===== src/rtl/id_ex_forward.sv =====
// ID/EX pipeline register plus execute-stage operand forwarding.
// Holds the decoded instruction for one cycle. Resolves EX/MEM and MEM/WB
// bypasses into the ALU A/B operands and the store data. Also flags a
// load-use dependency against the instruction currently in ID.
module id_ex_forward #(
  parameter int WIDTH = 32
) (
  input  logic             clk,
  input  logic             rst_n,
  input  logic             stall,
  input  logic             flush,
  input  logic [WIDTH-1:0] id_rs_data,
  input  logic [WIDTH-1:0] id_rt_data,
  input  logic [WIDTH-1:0] id_imm,
  input  logic [4:0]       id_rs,
  input  logic [4:0]       id_rt,
  input  logic [4:0]       id_rd,
  input  logic [2:0]       id_alu_op,
  input  logic             id_alu_src,
  input  logic             id_reg_dst,
  input  logic             id_reg_write,
  input  logic             id_mem_read,
  input  logic             id_mem_write,
  input  logic             id_mem_to_reg,
  input  logic             id_branch,
  input  logic             exmem_reg_write,
  input  logic [4:0]       exmem_rd,
  input  logic [WIDTH-1:0] exmem_result,
  input  logic             memwb_reg_write,
  input  logic [4:0]       memwb_rd,
  input  logic [WIDTH-1:0] memwb_result,
  output logic [WIDTH-1:0] alu_a,
  output logic [WIDTH-1:0] alu_b,
  output logic [2:0]       alu_op,
  output logic [WIDTH-1:0] ex_store_data,
  output logic [4:0]       ex_write_reg,
  output logic             ex_reg_write,
  output logic             ex_mem_read,
  output logic             ex_mem_write,
  output logic             ex_mem_to_reg,
  output logic             ex_branch,
  output logic [4:0]       ex_rs,
  output logic [4:0]       ex_rt,
  output logic             load_use_hazard
);

  typedef struct packed {
    logic [WIDTH-1:0] rs_data;
    logic [WIDTH-1:0] rt_data;
    logic [WIDTH-1:0] imm;
    logic [4:0]       rs;
    logic [4:0]       rt;
    logic [4:0]       rd;
    logic [2:0]       alu_op;
    logic             alu_src;
    logic             reg_dst;
    logic             reg_write;
    logic             mem_read;
    logic             mem_write;
    logic             mem_to_reg;
    logic             branch;
  } idex_t;

  idex_t d, q;
  logic [WIDTH-1:0] fwd_rs, fwd_rt;

  // Gather the ID-stage fields into one bundle for the pipeline register.
  always_comb begin
    d            = '0;
    d.rs_data    = id_rs_data;
    d.rt_data    = id_rt_data;
    d.imm        = id_imm;
    d.rs         = id_rs;
    d.rt         = id_rt;
    d.rd         = id_rd;
    d.alu_op     = id_alu_op;
    d.alu_src    = id_alu_src;
    d.reg_dst    = id_reg_dst;
    d.reg_write  = id_reg_write;
    d.mem_read   = id_mem_read;
    d.mem_write  = id_mem_write;
    d.mem_to_reg = id_mem_to_reg;
    d.branch     = id_branch;
  end

  // Pipeline register: reset and flush both insert an all-zero bubble.
  // Flush beats stall so the hazard unit can assert both together.
  always_ff @(posedge clk) begin
    if (!rst_n)      q <= '0;
    else if (flush)  q <= '0;
    else if (!stall) q <= d;
  end

  // Bypass muxes: the younger EX/MEM result wins over MEM/WB.
  // $zero is never bypassed because it must always read as its file value.
  always_comb begin
    fwd_rs = q.rs_data;
    if (exmem_reg_write && exmem_rd != 5'd0 && exmem_rd == q.rs)
      fwd_rs = exmem_result;
    else if (memwb_reg_write && memwb_rd != 5'd0 && memwb_rd == q.rs)
      fwd_rs = memwb_result;

    fwd_rt = q.rt_data;
    if (exmem_reg_write && exmem_rd != 5'd0 && exmem_rd == q.rt)
      fwd_rt = exmem_result;
    else if (memwb_reg_write && memwb_rd != 5'd0 && memwb_rd == q.rt)
      fwd_rt = memwb_result;
  end

  assign alu_a         = fwd_rs;
  assign alu_b         = q.alu_src ? q.imm : fwd_rt;
  assign ex_store_data = fwd_rt;
  assign alu_op        = q.alu_op;
  assign ex_write_reg  = q.reg_dst ? q.rd : q.rt;
  assign ex_reg_write  = q.reg_write;
  assign ex_mem_read   = q.mem_read;
  assign ex_mem_write  = q.mem_write;
  assign ex_mem_to_reg = q.mem_to_reg;
  assign ex_branch     = q.branch;
  assign ex_rs         = q.rs;
  assign ex_rt         = q.rt;

  // A load in EX whose destination is read by the instruction in ID
  // cannot be bypassed in time, so it must be flagged for a stall.
  assign load_use_hazard = q.mem_read && ex_write_reg != 5'd0 &&
                           (ex_write_reg == id_rs || ex_write_reg == id_rt);

endmodule


===== config.mk =====
export PLATFORM = sky130hd
export DESIGN_NAME = id_ex_forward
export DESIGN_NICKNAME = d
export VERILOG_FILES = /design/src/rtl/id_ex_forward.sv
export SDC_FILE = /design/constraint.sdc
export NUM_CORES = 1
export LEC_CHECK = 0
export BUFFER_PORTS_ARGS = -buffer_cell sky130_fd_sc_hd__buf_2
export CAP_MARGIN = 15
export CORE_ASPECT_RATIO = 0.7
export CORE_MARGIN = 10
export CORE_UTILIZATION = 40
export DETAILED_ROUTE_END_ITERATION = 10
export HOLD_SLACK_MARGIN = 0.1
export PLACE_DENSITY = 0.77
export REMOVE_ABC_BUFFERS = 1
export SKIP_LAST_GASP = 1
export SYNTH_ARGS = -nofsm -noshare
export SYNTH_HDL_FRONTEND = slang
export SYNTH_SLANG_ARGS = --single-unit

===== constraint.sdc =====
create_clock -name clk -period 1.9 [get_ports clk]
set_clock_uncertainty 0.1 [all_clocks]
set_input_delay 0.095 -clock clk [delete_from_list [all_inputs] [get_ports clk]]
set_output_delay 0.095 -clock clk [all_outputs]
set_load 0.01 [all_outputs]

==> run summary <==
buffers added on ports: 320
final antenna-violating net count: 0
clock transition at the registers of the reported paths: 0.07 ns
Filler Cell Count: 866
setup violators final: 97
clock latency reported for the late side of the worst-skew pair: 0.41 ns
layout cell share with drive strength beyond 1: 0.475
pin count of the biggest net entering global routing: 56
combined area of all synthesized cells: 6750 um^2
vertical die dimension: 129 um
list of most frequent post-synthesis cells: sky130_fd_sc_hd__mux2i_1 (190), sky130_fd_sc_hd__nor2_1 (154), sky130_fd_sc_hd__dfxtp_1 (121)
CTS sink count: 121
Final Critical Period: 2.54 ns
max-cap violations: 0
number of flops mapped to enable cells by yosys: 0
Biggest register: q
final setup margin: -0.642 ns
starting density of the core: 0.411
count of vias placed by the detailed router: 9160
post-synth top area share: 0.359
Largest register FFs: 103
worst path required time: 1.70 ns
area overhead of the layout relative to synthesis: 93.2%
measured slew at the worst slew-check pin: 0.517 ns
global-route wire length before repair: 51100 um
most instantiated library cell after synthesis: sky130_fd_sc_hd__mux2i_1
post-route clock period utilization: 1.34
clock tree from TritonCTS: built
Routed Wire Length: 40000 um
ports placed on the boundary: 321
worst slack at placement: -0.301 ns
result of the run: finished, violations left
critical path fanouts, max: 5
violated checks: negative setup slack
Worst Hold Slack: 0.244 ns
Mapped Cells: 789
standard cell core area: 16400 um^2
Post-synth top flop: sky130_fd_sc_hd__dfxtp_1
detail-routed net length per standard cell: 25.6 um
worst voltage drop across the vdd grid: 0.477 mV
DRC violation total after the first TritonRoute iteration: 1067
via count normalized by instance count: 5.87
clk root buf: sky130_fd_sc_hd__clkbuf_16
overflow left after global routing: 0
unrepaired setup endpoints after global routing: yes
Post-route DRC: 0
tightest slew margin relative to the limit: 0.655
total power draw: 0.00803 W
worst min-delay path class: primary input to register
number of search-and-repair iterations in the first detailed-routing pass: 6
final HPWL from detailed placement: 19200 um
top cells by area in the synthesized netlist: sky130_fd_sc_hd__dfxtp_1 (36%), sky130_fd_sc_hd__mux2i_1 (28%), sky130_fd_sc_hd__nor2_1 (8.6%)
post-synthesis area per instance: 8.56 um^2
x dimension of the die: 175 um
kind of critical path: register to output pin
number of endpoints with negative hold slack in the final report: 0
warning count from the yosys run: 0
final-stage net count: 1519
largest area contributor in the synthesized netlist: sky130_fd_sc_hd__dfxtp_1
number of levels the H-tree was split into: 4
count of state elements after synthesis: 121
post-synth cell types: 26
total global routing track utilization: 0.284
total CTS buffers: 17
PwrDens: 615 nW/um^2
Seq/Total Area, Yosys: 0.359
LEAKAGE: 5.93 nW
final-report max-slew violation count: 0
element type at the critical path end: output pin
number of cells after detailed placement: 1317
routability congestion estimate: 0.959
antenna violations before repair: 4
kind of start point of the critical path: register
final standard cell count with taps included and fillers excluded: 1561
row count: 39
maximum clock frequency: 393 MHz
Total Neg Setup Slack: -45.38 ns
share of flip-flops with an asynchronous set or reset: 0
buffers from clock root to sink, at most: 2
Worst EP arrival: 2.35 ns
full die area: 22600 um^2
via count of the first global-routing pass: 9189
-- cells by family (layout without fill, tap and decap cells) --
logic type | Yosys count | count (layout) | synth area share
simple gates | 234 | 234 | 0.143
mux | 190 | 190 | 0.282
flops | 121 | 121 | 0.359
buf+inv | 113 | 655 | 0.0847
compound gates | 101 | 101 | 0.0936
xor+xnor | 30 | 30 | 0.0389
other cells | 0 | 5 | 0
-- final timing paths --
kind	from	to	slack, ns	cells after the start
max reg2reg	q[86]	q[86]	0.37	3
min reg2reg	q[26]	q[26]	0.40	2
min	rst_n	q[81]	0.24	4
max	ex_rt[3]	alu_b[18]	-0.64	8
-- critical path, stage by stage, from the launching register on --
cell	delay (ns)
sky130_fd_sc_hd__dfxtp_2	0.33
sky130_fd_sc_hd__xor2_1	0.15
sky130_fd_sc_hd__nor3_1	0.20
sky130_fd_sc_hd__and4_4	0.31
sky130_fd_sc_hd__buf_4	0.14
sky130_fd_sc_hd__buf_12	0.15
sky130_fd_sc_hd__mux2i_4	0.09
sky130_fd_sc_hd__a221oi_1	0.35
sky130_fd_sc_hd__buf_2	0.21
-- routing by layer --
layer / routed length [um] / up-vias / track usage
met5: 0 / - / 0
met4: 2540 / 0 / 0.154
met3: 5020 / 252 / 0.102
met2: 18500 / 917 / 0.478
met1: 14000 / 4208 / 0.312
li1: - / 3783 / -
-- layout make-up --
type / instances / area (um^2) / share of cell area
tap: 225 / 282 / 0.0216
clock inverter: 13 / 193 / 0.0148
multi-input combinational: 555 / 4830 / 0.370
timing repair buffer: 586 / 4700 / 0.360
sequential: 121 / 2440 / 0.187
inverter: 37 / 139 / 0.0106
antenna: 5 / 12.5 / 0.000959
clock buffer: 19 / 453 / 0.0347
-- what timing repair did --
| action | in CTS | in global routing |
|---|---|---|
| hold buffers | 160 | 0 |
| resized for setup | 100 | 198 |
| gates cloned | 12 | 11 |
| setup buffers | 13 | 19 |
| setup endpoints to repair | 97 | 97 |
| pin swaps | 23 | 41 |
| hold endpoints to repair | 121 | 0 |
-- stage by stage --
stage / utilization / instance area (um^2)
floorplan: - / 6320
global placement: 0.539 / 8860
detailed placement: 0.539 / 8860
CTS: 0.721 / 11900
global route: 0.793 / 13000
finish: 0.794 / 13100
-- layout by cell type (no fill, tap or decap), drive strengths merged, types with 28 or more instances in the layout --
cell type | netlist | layout
nor3 | 38 | 38
a221oi | 32 | 32
nand2 | 32 | 32
mux2i | 190 | 190
dfxtp | 121 | 121
buf | 41 | 417
nor2 | 154 | 154
inv | 37 | 39
dlygate4sd3 | 0 | 160
a21oi | 33 | 33
clkbuf | 35 | 28
o21ai | 33 | 33
-- power by group --
part	leakage, nW	total [W]	switching (W)	internal, W
registers	0.992	0.00270	0.0000831	0.00262
logic	4.62	0.00178	0.000871	0.000910
clock network	0.310	0.00354	0.00126	0.00228
total	5.93	0.00803	0.00221	0.00581
No activity file was read; power rests on OpenSTA's default activity.
